`config.mk`:
```
export PLATFORM = sky130hd
export DESIGN_NAME = adder_rr_scheduler_flat
export DESIGN_NICKNAME = d
export VERILOG_FILES = /design/src/rtl/adder_rr_scheduler_if.sv /design/src/rtl/adder_rr_scheduler.sv /design/src/flat_wrapper.sv
export SDC_FILE = /design/constraint.sdc
export NUM_CORES = 1
export LEC_CHECK = 0
export CORE_AREA = 2 2 84 86
export DETAILED_ROUTE_END_ITERATION = 8
export DIE_AREA = 0 0 86 88
export HOLD_SLACK_MARGIN = 0.06
export PLACE_DENSITY = 0.81
export SETUP_SLACK_MARGIN = 0.15
export SLEW_MARGIN = 20
export SYNTH_ARGS = -nofsm -noshare
export SYNTH_HDL_FRONTEND = slang
export SYNTH_SLANG_ARGS = --single-unit
```
`constraint.sdc`:
```
create_clock -name clk -period 4.4 [get_ports clk]
set_input_delay 1.32 -clock clk [delete_from_list [all_inputs] [get_ports clk]]
set_output_delay 1.32 -clock clk [all_outputs]
set_load 0.01 [all_outputs]
```
`src/rtl/adder_rr_scheduler_if.sv`:
```
// Bus bundle for the shared-adder scheduler: request/operand inputs,
// one-hot grant, and the valid/ready result port with status.
interface adder_rr_scheduler_if #(
  parameter int NUM_REQ = 4,
  parameter int WIDTH   = 8,
  parameter int ID_W    = 2,
  parameter int CNT_W   = 16
);
  logic [NUM_REQ-1:0]       req;
  logic [NUM_REQ*WIDTH-1:0] a_in;
  logic [NUM_REQ*WIDTH-1:0] b_in;
  logic [NUM_REQ-1:0]       gnt;
  logic [WIDTH:0]           y;
  logic [ID_W-1:0]          y_id;
  logic                     y_valid;
  logic                     y_ready;
  logic                     busy;
  logic [CNT_W-1:0]         op_count;

  // Requester/consumer side
  modport master (
    output req, a_in, b_in, y_ready,
    input  gnt, y, y_id, y_valid, busy, op_count
  );

  // Scheduler side
  modport slave (
    input  req, a_in, b_in, y_ready,
    output gnt, y, y_id, y_valid, busy, op_count
  );
endinterface

```
`src/rtl/adder_rr_scheduler.sv`:
```
// One WIDTH-bit adder shared by NUM_REQ requesters under round-robin grant.
// IDLE grants and latches operands, CALC registers the sum, OUT holds the
// result until the consumer accepts it. Counts completed handshakes.
module adder_rr_scheduler #(
  parameter int NUM_REQ = 4,
  parameter int WIDTH   = 8,
  parameter int ID_W    = 2,
  parameter int CNT_W   = 16
) (
  input logic                clk,
  input logic                rst,
  adder_rr_scheduler_if.slave bus
);

  localparam logic [1:0] IDLE = 2'd0;
  localparam logic [1:0] CALC = 2'd1;
  localparam logic [1:0] OUT  = 2'd2;

  logic [1:0]         state_q, state_d;
  logic [ID_W-1:0]    ptr_q, ptr_d;
  logic [ID_W-1:0]    id_q, id_d;
  logic [WIDTH-1:0]   op_a_q, op_a_d;
  logic [WIDTH-1:0]   op_b_q, op_b_d;
  logic [WIDTH:0]     y_q, y_d;
  logic [ID_W-1:0]    y_id_q, y_id_d;
  logic               y_valid_q, y_valid_d;
  logic [CNT_W-1:0]   cnt_q, cnt_d;

  logic [ID_W-1:0]    win_idx;
  logic               win_found;
  logic [ID_W:0]      cand;
  logic [NUM_REQ-1:0] gnt;

  // Round-robin search: first asserted request at or after the pointer, wrapping
  always_comb begin
    win_idx   = '0;
    win_found = 1'b0;
    cand      = '0;
    for (int unsigned i = 0; i < NUM_REQ; i++) begin
      cand = {1'b0, ptr_q} + (ID_W+1)'(i);
      if (cand >= (ID_W+1)'(NUM_REQ)) cand = cand - (ID_W+1)'(NUM_REQ);
      if (!win_found && bus.req[cand]) begin
        win_found = 1'b1;
        win_idx   = cand[ID_W-1:0];
      end
    end
  end

  // Grant pulse only while idle
  always_comb begin
    gnt = '0;
    if (state_q == IDLE && win_found) gnt[win_idx] = 1'b1;
  end

  // Next-state and datapath update for the three-phase transaction
  always_comb begin
    state_d   = state_q;
    ptr_d     = ptr_q;
    id_d      = id_q;
    op_a_d    = op_a_q;
    op_b_d    = op_b_q;
    y_d       = y_q;
    y_id_d    = y_id_q;
    y_valid_d = y_valid_q;
    cnt_d     = cnt_q;
    case (state_q)
      IDLE: begin
        if (win_found) begin
          op_a_d  = bus.a_in[win_idx*WIDTH +: WIDTH];
          op_b_d  = bus.b_in[win_idx*WIDTH +: WIDTH];
          id_d    = win_idx;
          ptr_d   = (win_idx == ID_W'(NUM_REQ-1)) ? '0 : win_idx + ID_W'(1);
          state_d = CALC;
        end
      end
      CALC: begin
        y_d       = {1'b0, op_a_q} + {1'b0, op_b_q};
        y_id_d    = id_q;
        y_valid_d = 1'b1;
        state_d   = OUT;
      end
      OUT: begin
        if (y_valid_q && bus.y_ready) begin
          y_valid_d = 1'b0;
          if (cnt_q != '1) cnt_d = cnt_q + CNT_W'(1);
          state_d   = IDLE;
        end
      end
      default: state_d = IDLE;
    endcase
  end

  // State registers with synchronous reset
  always_ff @(posedge clk) begin
    if (rst) begin
      state_q   <= IDLE;
      ptr_q     <= '0;
      id_q      <= '0;
      op_a_q    <= '0;
      op_b_q    <= '0;
      y_q       <= '0;
      y_id_q    <= '0;
      y_valid_q <= 1'b0;
      cnt_q     <= '0;
    end else begin
      state_q   <= state_d;
      ptr_q     <= ptr_d;
      id_q      <= id_d;
      op_a_q    <= op_a_d;
      op_b_q    <= op_b_d;
      y_q       <= y_d;
      y_id_q    <= y_id_d;
      y_valid_q <= y_valid_d;
      cnt_q     <= cnt_d;
    end
  end

  assign bus.gnt      = gnt;
  assign bus.y        = y_q;
  assign bus.y_id     = y_id_q;
  assign bus.y_valid  = y_valid_q;
  assign bus.busy     = (state_q != IDLE);
  assign bus.op_count = cnt_q;

endmodule

```
`src/flat_wrapper.sv`:
```
// flat-port wrapper written by rule: the top's interface ports become plain ports
module adder_rr_scheduler_flat 
#(
  parameter int NUM_REQ = 4,
  parameter int WIDTH   = 8,
  parameter int ID_W    = 2,
  parameter int CNT_W   = 16
)
  (clk, rst, bus_req, bus_a_in, bus_b_in, bus_y_ready, bus_gnt, bus_y, bus_y_id, bus_y_valid, bus_busy, bus_op_count);
  adder_rr_scheduler_if #(.NUM_REQ(NUM_REQ), .WIDTH(WIDTH), .ID_W(ID_W), .CNT_W(CNT_W)) bus_i ();
  input logic clk;
  input logic rst;
  input wire logic [$bits(bus_i.req)-1:0] bus_req;
  input wire logic [$bits(bus_i.a_in)-1:0] bus_a_in;
  input wire logic [$bits(bus_i.b_in)-1:0] bus_b_in;
  input wire logic [$bits(bus_i.y_ready)-1:0] bus_y_ready;
  output wire logic [$bits(bus_i.gnt)-1:0] bus_gnt;
  output wire logic [$bits(bus_i.y)-1:0] bus_y;
  output wire logic [$bits(bus_i.y_id)-1:0] bus_y_id;
  output wire logic [$bits(bus_i.y_valid)-1:0] bus_y_valid;
  output wire logic [$bits(bus_i.busy)-1:0] bus_busy;
  output wire logic [$bits(bus_i.op_count)-1:0] bus_op_count;
  assign bus_i.req = bus_req;
  assign bus_i.a_in = bus_a_in;
  assign bus_i.b_in = bus_b_in;
  assign bus_i.y_ready = bus_y_ready;
  assign bus_gnt = bus_i.gnt;
  assign bus_y = bus_i.y;
  assign bus_y_id = bus_i.y_id;
  assign bus_y_valid = bus_i.y_valid;
  assign bus_busy = bus_i.busy;
  assign bus_op_count = bus_i.op_count;
  adder_rr_scheduler #(.NUM_REQ(NUM_REQ), .WIDTH(WIDTH), .ID_W(ID_W), .CNT_W(CNT_W)) u_core (.clk(clk), .rst(rst), .bus(bus_i));
endmodule
```
== After elaboration in Yosys (flattened, before gate mapping) ==
Index checks and enable logic that the tools add are counted.
W data, S select, Z words.
Word-level totals
  flip-flop bits (word level): 50
  output and inout port bits: 33
  input port bits: 71
  logic and storage cells: 82
Cells by class
  add/subtract/negate cells: 10
  reductions and logical operators: 16
  multiplexer cells: 29
  order comparisons: 10
  shifts and indexed selects: 2
  eq/ne operators: 6
Operators by type and width (count)
  $shiftx A32 B6 Y8: 2
  $add A16 B1 Y16 const B: 1
  $ne A16 B16 Y1 const B: 1
  $mux W2: 7
  $lt A3 B3 Y1 const B: 4
  $mux W3: 4
  $mux W1: 10
  $add A8 B8 Y9: 1
  $ge A3 B3 Y1 const B: 3
  $sub A3 B3 Y3 const B: 3
  $bmux W1 S2: 4
  $add A2 B2 Y3 const B: 2
  $logic_and A1 B1 Y1: 6
  $pmux W2 S3: 1
  $reduce_and A2 Y1: 3
  $eq A2 B2 Y1 const B: 2
  $mux W4: 1
  $ne A2 B1 Y1 const B: 2
  $reduce_bool A2 Y1: 2
  $add A2 B1 Y3 const B: 1
  $ge A2 B3 Y1 const B: 1
  $logic_not A1 Y1: 3
  $lt A2 B3 Y1 const B: 1
  $reduce_and A3 Y1: 1
  other kinds (7): 7

== Logic depth before layout (Yosys ltp) ==
Gate-level depths: netlist (run 1).
  depth in word-level cells: 19
  mapped depth: 8
  mapped depth without buffers: 8

== Worst setup path after synthesis (run 1) ==
No wires, ideal clock.
  path kind: input to output
  start point: in bus_req[2]
  end point: out bus_gnt[2]
  arrival time: 2.712 ns
  buffers on the path: 3
  cell stages on the path: 7
  slack: 0.368 ns
  required time: 3.080 ns
  cells stage by stage: nor2b_1 > or4b_1 > buf_2 > and2_4 > buf_6 > buf_12 > and3_1
Between the ends
  longest elaborated chain between the ends: 17
  elaborated cells on any way between the ends: 29
  classes of those cells: 2 x order compare; 19 x mux; 8 x reduce/logical
Ends and longest elaborated chain
  from (decl): RTL line flat_wrapper.sv:13  | input wire logic [$bits(bus_i.req)-1:0] bus_req;
  $bmux W1 S2: RTL line adder_rr_scheduler.sv:42  | if (!win_found && bus.req[cand]) begin
  $mux W1 (not written as such): RTL line adder_rr_scheduler.sv:42
  $mux W1: RTL line adder_rr_scheduler.sv:42
  $logic_not A1 Y1: RTL line adder_rr_scheduler.sv:42
  $logic_and A1 B1 Y1: RTL line adder_rr_scheduler.sv:42
  $mux W1: RTL line adder_rr_scheduler.sv:42
  $logic_not A1 Y1: RTL line adder_rr_scheduler.sv:42
  $logic_and A1 B1 Y1: RTL line adder_rr_scheduler.sv:42
  $mux W1: RTL line adder_rr_scheduler.sv:42
  $logic_not A1 Y1: RTL line adder_rr_scheduler.sv:42
  $logic_and A1 B1 Y1: RTL line adder_rr_scheduler.sv:42
  $mux W2: RTL line adder_rr_scheduler.sv:42
  $lt A2 B3 Y1 (not written as such) / $ge A2 B1 Y1 (equally long branches): RTL line adder_rr_scheduler.sv:52  | if (state_q == IDLE && win_found) gnt[win_idx] = 1'b1;
  $logic_and A1 B1 Y1 (not written as such): RTL line adder_rr_scheduler.sv:52
  $mux W1 (not written as such): RTL line adder_rr_scheduler.sv:52
  $demux W1 S2
  $mux W4 *: RTL line adder_rr_scheduler.sv:52
  to (decl): RTL line flat_wrapper.sv:17  | output wire logic [$bits(bus_i.gnt)-1:0] bus_gnt;
Mark *: on every way between the ends. The rest lies on a longest branch, timed or not. The select of a mux whose other input is x is not followed.

== Worst setup path after layout (run 1) ==
Ends and elaborated chain as after synthesis.

==> qor.yml, run 1 <==
worstSkewPairLatency_ns: 0.31
avgRoutedWirePerCell_um: 13.8
clock.fmax_ghz: 0.241
cts_root_buffer: "clkbuf_8"
die_w_um: 86
grt_max_degree: 33
power.leakage_uw: 0.00162
synth_top_area_share_pct: 34.5
hold_end: "u_core.bus.y_id[0]"
crit_arrival_ns: 2.83
cp_max_fo: 3
wl_um: 7490
ant_nets: 0
pin_count: 104
final.setup_skew_ns: 0.00960
grt_pass1_wl_um: 12600
yosysSeqAreaShare_pct: 34.5
synth_top_area_cell: "dfxtp_1"
tightest_slew_ns: 1.00
path_class: "in -> out"
area_growth_syn_to_layout_pct: 43.8
ctsHoldBuffers: 0
synth_edf_count: 0
cp-start-kind: "input port"
dpl-instance-area_sq_um: 4040
crit_buf_inv: 2
r2r_end: "u_core.op_b_q[5]"
r2r_setup_slack_ns: 2.08
syn_area_sq_um: 2900
layout_worst_path_cycle_share_pct: 94.2
finalMaxSlewViolations: 0
violations: "design-rule violations"
drive_above_1_share_pct: 8.24
cp.required_ns: 3.08
ys_dominant_reg_cell: "dfxtp_1"
cp_slowest_stage_delay_ns: 0.57
dpl.hpwl_um: 5910
finalPower_uw: 1320
synth.area.top_cells: "dfxtp_1 35%, mux2i_1 5.5%, nand2_1 5.2%, a21boi_0 4.4%, and3_1 4.3%"
syn_area_per_cell_sq_um: 8.15
cp_top_family: "simple AND/OR/NAND/NOR gates"
cts_tree: "built"
ys_ff_latch: 50
grt_remaining_overflow: 0
r2r_cells: 7
hold_viol_final: 0
finalSetupTns_ns: 0
design_area_sq_um: 4170
max-cap-violations: 0
post-route-min-period_ns: 4.15
firstDrtPassIters: 6
worstHoldPathCells: 2
core_sq_um: 6640
clkTransAtPathRegs_ns: 0.10
synthArstFlopShare_pct: 0
syn-num-nets: 437
yosysWarnings: 0
slowest_stage: "or4b_4"
routed_via_density: 5.54
fin_nets: 541
clock_sinks: 50
grt_usage_pct: 20.5
drc: 1
first_iter_violations: 135
cts-htree-levels: 2
timing.rr.start: "u_core.ptr_q[0]"
status: "finished, violations left"
synthCells: 356
hold_class: "reg -> reg"
num_vias: 2995
grt_setup_unrepaired: "false"
n_antenna_cell: 0
rows: 30
portBuffers: 103
antenna_found_initial: 0
cp_cell_sequence: "dlygate4sd2_1 > nor2b_1 > or4b_4 > and2_4 > and3_1 > buf_2"
gp_congestion: 0.862
hold_start: "u_core.id_q[0]"
start_util_pct: 43.7
dieArea_sq_um: 7570
grt_pass1_vias: 2879
numCtsBuffers: 5
setup_viol: 0
die_y_um: 88
crit_path_end_kind: "output port"
synth_cell_types: 51
power_density_nw_per_um2: 316
irDropWorstVdd_mv: 0.144
clockBufferDepth: 2
timing.slew.headroom_pct: 33.0
[routing by layer]
| layer | vias to the layer above | track usage, % | part of all wire, % |
|---|---|---|---|
| li1 | 1510 | - | - |
| met1 | 1375 | 25.0 | 43 |
| met2 | 104 | 35.6 | 50 |
| met3 | 6 | 4.81 | 6.2 |
| met4 | 0 | 6.64 | 0.65 |
| met5 | - | 0 | 0 |
[report_power, final]
group,switching (uW),internal [uW]
sequential,38.0,506
clock,161,169
combinational,208,235
[metrics by stage]
stage | hold slack [ns] | utilization, % | worst slack [ns] | instances
2_1_floorplan | 0.432 | - | 0.368 | 356
3_3_place_gp | 0.440 | 60.8 | -0.226 | 532
3_5_place_dp | 0.447 | 60.8 | -0.299 | 532
4_1_cts | 0.451 | 62.6 | 0.127 | 540
5_1_grt | 0.478 | 62.8 | 0.238 | 541
6_report | 0.453 | 62.8 | 0.254 | 541
[area by class of cell]
| type | instances | area [sq um] |
|---|---|---|
| clock buffers | 5 | 68.8 |
| multi-input cells | 278 | 1810 |
| repair buffers | 118 | 1120 |
| well taps | 80 | 100 |
| inverters | 7 | 26.3 |
| clock inverters | 3 | 45.0 |
| fillers | 591 | 2470 |
| flip-flops and latches | 50 | 1000 |
[registers in the layout (all words and copies together) (netlist names)]
name and cells:
u_core.bus.y_id 2, u_core.op_a_q 8, u_core.bus.op_count 16, u_core.bus.y_valid 1, u_core.op_b_q 8, u_core.ptr_q 2, u_core.state_q 2, u_core.id_q 2
u_core.bus.y 9
[cells in the mapped netlist (all sizes together) (2+ instances only)]
library cell and count:
nor3 11, a21boi 17, and3 20, nand4 5, mux2i 16, and4 2, nand2b 3, and2 2
a21oi 17, nor2 30, xor2 2, or4 3, dfxtp 50, clkbuf 16, nor2b 7, a211oi 6
o2111ai 2, nand3 6, a21o 2, nor4b 4, nor4 3, ha 9, nand2 40, o21a 3
inv 7, buf 5, or3 3, o211ai 16, o21ai 23, nor3b 2, xnor2 9
[logic make-up (layout without fill, tap and decap cells)]
kind of cell | count (synthesis) | in the layout | share of synthesized area (%)
DFF | 50 | 50 | 34.5
and+or+nand+nor | 145 | 145 | 25.7
xor gates and xnor gates | 11 | 11 | 3.32
AOI/OAI and AO/OA | 95 | 95 | 21.4
muxes | 17 | 17 | 5.91
adders and majority gates | 10 | 10 | 4.57
buffers and inverters | 28 | 133 | 4.53
[worst max path at each step]
| stage | start | endpoint | slack [ns] | cells past startpoint |
|---|---|---|---|---|
| finish | bus_req[2] | bus_gnt[2] | 0.25 | 6 |
| global route | bus_req[2] | bus_gnt[2] | 0.24 | 6 |
| floorplan | bus_req[2] | bus_gnt[2] | 0.37 | 7 |
| global placement | bus_req[2] | bus_gnt[1] | -0.23 | 7 |
| detailed placement | bus_req[2] | bus_gnt[1] | -0.30 | 7 |
| CTS | bus_req[0] | bus_gnt[3] | 0.13 | 6 |
[placed cells by master, fill, tap and decap left out, types with 3 or more instances in the layout]
cell             count
nor2b_1              6
xnor2_1              9
nand3_1              6
o211ai_1            16
nor2_1              30
buf_4               15
o21a_1               3
nand2b_1             3
a211oi_1             5
ha_1                 9
or3_1                3
nor3_1              10
clkbuf_8             5
a21oi_1             17
clkdlybuf4s50_1     95
clkbuf_2             3
dlygate4sd2_1        3
o21ai_0             21
dfxtp_1             50
nand2_1             39
nand4_1              5
a21boi_0            17
nor4b_1              3
inv_1                7
mux2i_1             16
and3_1              20
[tightest hold or removal path, cell delays in order, from the launching register on]
cell     delay, ns
dfxtp_1       0.32
nand2_1       0.05
a21oi_1       0.05
[repair_timing]
| action | in CTS | in global routing |
|---|---|---|
| gates resized for setup | 15 | 10 |
| setup endpoints to repair | 4 | 4 |
| pin swaps | 0 | 1 |
| setup buffers | 0 | 1 |
Note: power is estimated with default switching activity, not from simulation.
==> inputs of run 2 (changes only) <==
Clock period 4.4 ns to 4.3 ns, I/O delays scaled along.
==> qor.yml, run 2 (synthesis gave the netlist of run 1 again) <==
grt_pass1_vias: 2905  # +0.90%
fillers: 600  # +1.5%
dr_wl_met2_um: 3460  # -7.1%
grt_usage_pct: 20.4  # -0.11 points
r2r_cells: 6  # -1
timing.hold.ws_ns: 0.456  # +0.00339 ns
wl_um: 7340  # -2.0%
drc: 1  # unchanged
numCtsBuffers: 5  # unchanged
preCtsSetupSlack_ns: -0.363  # -0.0643 ns
finalMaxSlewViolations: 0  # unchanged
hold_class: "reg -> reg"
cts_tree: "built"
cts_setup_buffers: 0  # unchanged
place_inst: 532  # unchanged
first_iter_violations: 143  # +5.9%
design_area_sq_um: 4160  # -0.18%
cts_root_buffer: "clkbuf_8"
top_layer_used: "met4"
cp-start-kind: "input port"
num_vias: 2983  # -0.40%
pin_count: 104  # unchanged
layout_commonest_cell: "clkdlybuf4s50_1"
clock_sinks: 50  # unchanged
final.setup_skew_ns: 0.00817  # -0.00142 ns
firstDrtPassIters: 6  # unchanged
timing.slew.headroom_pct: 32.4  # -0.58 points
drive_above_1_share_pct: 7.39  # -0.85 points
dpl.hpwl_um: 5860  # -0.82%
hold_viol_final: 0  # unchanged
hold_end: "u_core.bus.y_id[0]"
dpl-instance-area_sq_um: 4040  # unchanged
ant_nets: 0  # unchanged
clockBufferDepth: 2  # unchanged
clock.fmax_ghz: 0.244
routed_via_density: 5.52  # -0.22%
grt_pass1_wl_um: 12500  # -0.27%
fin_nets: 540  # -0.18%
die_y_um: 88  # unchanged
gp_congestion: 0.863  # about the same
avgRoutedWirePerCell_um: 13.6  # -1.8%
post-route-min-period_ns: 4.10
status: "finished, violations left"
grt_remaining_overflow: 0  # unchanged
wl_met1_um: 3260  # +0.37%
crit_path_end_kind: "output port"
worstHoldPathCells: 2  # unchanged
grt_max_degree: 33  # unchanged
finalNonFillerCells: 540  # -0.18%
timing.rr.start: "u_core.state_q[1]"
dr_wl_met3_um: 490  # +4.9%
grt_setup_unrepaired: "false"
hold_start: "u_core.id_q[0]"
antenna_found_initial: 0  # unchanged
dieArea_sq_um: 7570  # unchanged
multi_input_area_sq_um: 1800  # -0.55%
core_sq_um: 6640  # unchanged
violations: "design-rule violations"
clkTransAtPathRegs_ns: 0.10  # about the same
tightest_slew_ns: 1.01  # +0.00871 ns
portBuffers: 103  # unchanged
worstSkewPairLatency_ns: 0.31  # about the same
layout_worst_path_cycle_share_pct: 95.3
r2r_end: "u_core.op_b_q[4]"
setup_viol: 0  # unchanged
path_class: "in -> out"
cp_max_fo: 3  # unchanged
power_density_nw_per_um2: 322  # +2.0%
seq_area_sq_um: 1000  # unchanged
layout_common_cells: "95 x clkdlybuf4s50_1, 50 x dfxtp_1, 39 x nand2_1"
finalSetupTns_ns: 0  # unchanged
power.leakage_uw: 0.00161  # -0.67%
area_growth_syn_to_layout_pct: 43.6
r2r_setup_slack_ns: 2.13  # +0.05 ns
cp.required_ns: 3.01  # -0.07 ns
rows: 30  # unchanged
cts-htree-levels: 2  # unchanged
die_w_um: 86  # unchanged
start_util_pct: 43.7  # unchanged
irDropWorstVdd_mv: 0.146  # +1.7%
setup_slack_ns: 0.202  # -0.0519 ns
max-cap-violations: 0  # unchanged
n_antenna_cell: 0  # unchanged
crit_arrival_ns: 2.81  # -0.02 ns
largest_reg_flops: 16  # unchanged
-- run 2: cell types whose count changed in the layout (fill, tap and decap cells not counted), sizes merged --
| cell | delta |
|---|---|
| dlygate4sd2 | +3 |
| dlymetal6s2s | -1 |
| clkdlybuf4s15 | +1 |
| clkbuf | -2 |
| buf | -2 |
-- run 2: how the worst max path moves through the flow --
stage | endpoint | slack, ns | cells after the start | start
3_5_place_dp | bus_gnt[1] | -0.36 | 7 | bus_req[2]
4_1_cts | bus_gnt[2] | 0.17 | 6 | bus_req[2]
3_3_place_gp | bus_gnt[1] | -0.27 | 7 | bus_req[2]
5_1_grt | bus_gnt[2] | 0.17 | 6 | bus_req[0]
2_1_floorplan | bus_gnt[2] | 0.33 | 7 | bus_req[2]
6_report | bus_gnt[2] | 0.20 | 6 | bus_req[2]
-- run 2: layer usage --
layer / up-vias / GRT usage [%]
met1: 1362 / 24.4
li1: 1501 / -
met2: 109 / 34.6
met3: 11 / 5.37
met4: 0 / 8.51
met5: - / 0
-- run 2: critical path, cell delays in order --
cell and delay (ns):
dlygate4sd2_1 0.27, nor2b_1 0.17, or4_4 0.54, and2_4 0.16
and3_1 0.17, clkdlybuf4s15_2 0.22
-- run 2: report_power, final --
group          leakage [uW]  internal [uW]  total (uW)  switching, uW
Combinational       0.00115            240         452            212
Clock             0.0000504            173         333            160
Sequential         0.000408            517         556           38.9
Total               0.00161            930        1340            411
-- run 2: layout make-up --
| class | count | share of cell area [%] |
|---|---|---|
| Multi-Input combinational cell | 278 | 43.2 |
| Timing Repair Buffer | 117 | 27.0 |
| Sequential cell | 50 | 24.0 |
| Tap cell | 80 | 2.40 |
| Clock buffer | 5 | 1.65 |
| Clock inverter | 3 | 1.08 |
| Inverter | 7 | 0.631 |
-- run 2: repair_timing --
item | in CTS | in global routing
resized for setup | 17 | 1
hold buffers | 0 | 0
setup endpoints to repair | 4 | 2
pin swaps | 0 | 1
-- run 2: stage by stage --
step                      utilization [%]  total power [uW]
after detailed placement             60.8              1020
after global routing                 62.7              1430
after CTS                            62.7              1350
after floorplan                         -               841
final                                62.7              1340
after global placement               60.8              1000
==> inputs of run 3 (changes only) <==
Settings changed: CORE_AREA 2 2 84 86 to 2 2 71 100, DIE_AREA 0 0 86 88 to 0 0 73 102, PLACE_DENSITY 0.81 to 0.83, RECOVER_POWER set to 25.
==> qor.yml, run 3 (synthesis gave the netlist of run 1 again) <==
fillers: 555  # -7.5%
grt_usage_pct: 19.2  # -1.1 points
grt_pass1_wl_um: 11800  # -5.5%
num_vias: 2948  # -1.2%
cp_cell_sequence: "dlygate4sd2_1 > nor2b_1 > or4_4 > nand2_2 > and3_1 > dlygate4sd2_1"
layout_common_cells: "94 x clkdlybuf4s50_1, 50 x dfxtp_1, 39 x nand2_1"
grt_remaining_overflow: 0  # unchanged
power_density_nw_per_um2: 319  # -0.79%
numCtsBuffers: 5  # unchanged
final_util_pct: 63.5  # +0.83 points
cp-start-kind: "input port"
post-route-min-period_ns: 4.05  # -0.0433 ns
hold_viol_final: 0  # unchanged
cp.required_ns: 3.01  # about the same
grt_pass1_vias: 2798  # -3.7%
die_y_um: 102  # +16%
layout_worst_path_cycle_share_pct: 94.3  # -1.0 points
clkTransAtPathRegs_ns: 0.08  # -0.02 ns
cts-htree-levels: 2  # unchanged
grt_max_degree: 33  # unchanged
clockBufferDepth: 2  # unchanged
cp_max_fo: 4  # +1
worstSkewPairLatency_ns: 0.29  # -0.02 ns
path_common_cell: "dlygate4sd2_1"
firstDrtPassIters: 4  # -2
largest_reg_flops: 16  # unchanged
area_growth_syn_to_layout_pct: 42.9
finalMaxSlewViolations: 0  # unchanged
drc: 0  # -1
power.leakage_uw: 0.00161  # about the same
setup_viol: 0  # unchanged
preCtsSetupSlack_ns: -0.369  # -0.00602 ns
cts_setup_buffers: 0  # unchanged
layout_commonest_cell: "clkdlybuf4s50_1"
tightest_slew_ns: 1.04  # +0.0314 ns
timing.slew.headroom_pct: 30.5  # -1.9 points
dieArea_sq_um: 7450  # -1.6%
crit_arrival_ns: 2.76  # -0.05 ns
cts_tree: "built"
routed_via_density: 5.51  # -0.25%
ctsHoldBuffers: 0  # unchanged
wl_um: 6970  # -5.0%
max-cap-violations: 0  # unchanged
clock_sinks: 50  # unchanged
irDropWorstVdd_mv: 0.170  # +16%
dpl.hpwl_um: 5680  # -3.0%
grt_setup_unrepaired: "false"
cp_slowest_stage_delay_ns: 0.54  # about the same
slowest_stage: "or4_4"
hold_class: "reg -> reg"
fin_nets: 540  # unchanged
start_util_pct: 44.4  # +0.80 points
drive_above_1_share_pct: 6.52  # -0.87 points
pin_count: 104  # unchanged
setup_slack_ns: 0.246  # +0.0433 ns
cts_root_buffer: "clkbuf_8"
antenna_found_initial: 1  # +1
portBuffers: 103  # unchanged
final.setup_skew_ns: 0.00478  # -0.00339 ns
status: "finished, final reports clean"
crit_path_end_kind: "output port"
clock.fmax_ghz: 0.247  # +1.1%
rows: 35  # +17%
ant_nets: 0  # unchanged
first_iter_violations: 95  # -34%
path_class: "in -> out"
core_sq_um: 6530  # -1.8%
avgRoutedWirePerCell_um: 13.0  # -4.1%
die_w_um: 73  # -15%
gp_congestion: 0.884  # +2.5%
-- run 3: critical path: cells and delay by family --
family                 cells  cell delay, ns
AND/OR/NAND/NOR            4            0.96
buffers and inverters      2            0.52
-- run 3: power breakdown --
group / internal [uW] / switching, uW
Clock: 174 / 145
Sequential: 517 / 37.5
Combinational: 239 / 212
-- run 3: final cells by class --
cell class | count | area [sq um] | area share (%)
antenna | 1 | 2.50 | 0.0604
clock buffer | 6 | 72.6 | 1.75
clock inverter | 2 | 37.5 | 0.906
inverter | 7 | 26.3 | 0.634
multi-input combinational | 278 | 1800 | 43.4
sequential | 50 | 1000 | 24.2
tap | 74 | 92.6 | 2.23
timing repair buffer | 117 | 1110 | 26.8
-- run 3: per-stage QoR --
step                      total power, uW  setup TNS [ns]  hold WS (ns)  instance area (sq um)  std cells
final                                1320               0         0.451                   4140        535
after global routing                 1410               0         0.468                   4140        535
after CTS                            1340               0         0.454                   4150        534
after detailed placement             1020           -1.17         0.441                   4030        526
after global placement               1000          -0.863         0.440                   4030        526
after floorplan                       841               0         0.432                   2900        356
-- run 3: final timing paths --
| path | startpoint | slack [ns] | cells past startpoint | to |
|---|---|---|---|---|
| max | bus_req[2] | 0.25 | 6 | bus_gnt[3] |
| min | u_core.id_q[0] | 0.45 | 2 | u_core.bus.y_id[0] |
| max reg2reg | u_core.op_b_q[0] | 2.31 | 8 | u_core.bus.y[6] |
| min reg2reg | u_core.id_q[0] | 0.45 | 2 | u_core.bus.y_id[0] |
-- run 3: metal layers --
metal  GRT usage (%)  up-vias  part of all wire [%]  routed length, um
li1                -     1506                     -                  -
met1            23.1     1331                    42               2910
met2            34.5      105                    52               3630
met3            3.16        6                   5.2                364
met4            6.13        0                  0.95                 66
met5               0        -                     0                  0
-- run 3: timing repair --
| item | in CTS | in global routing |
|---|---|---|
| resized for setup | 15 | 3 |
| pin swaps | 0 | 1 |
| setup endpoints to repair | 4 | 2 |
| cloned | 0 | 0 |
| endpoints found under the hold margin | 0 | 0 |
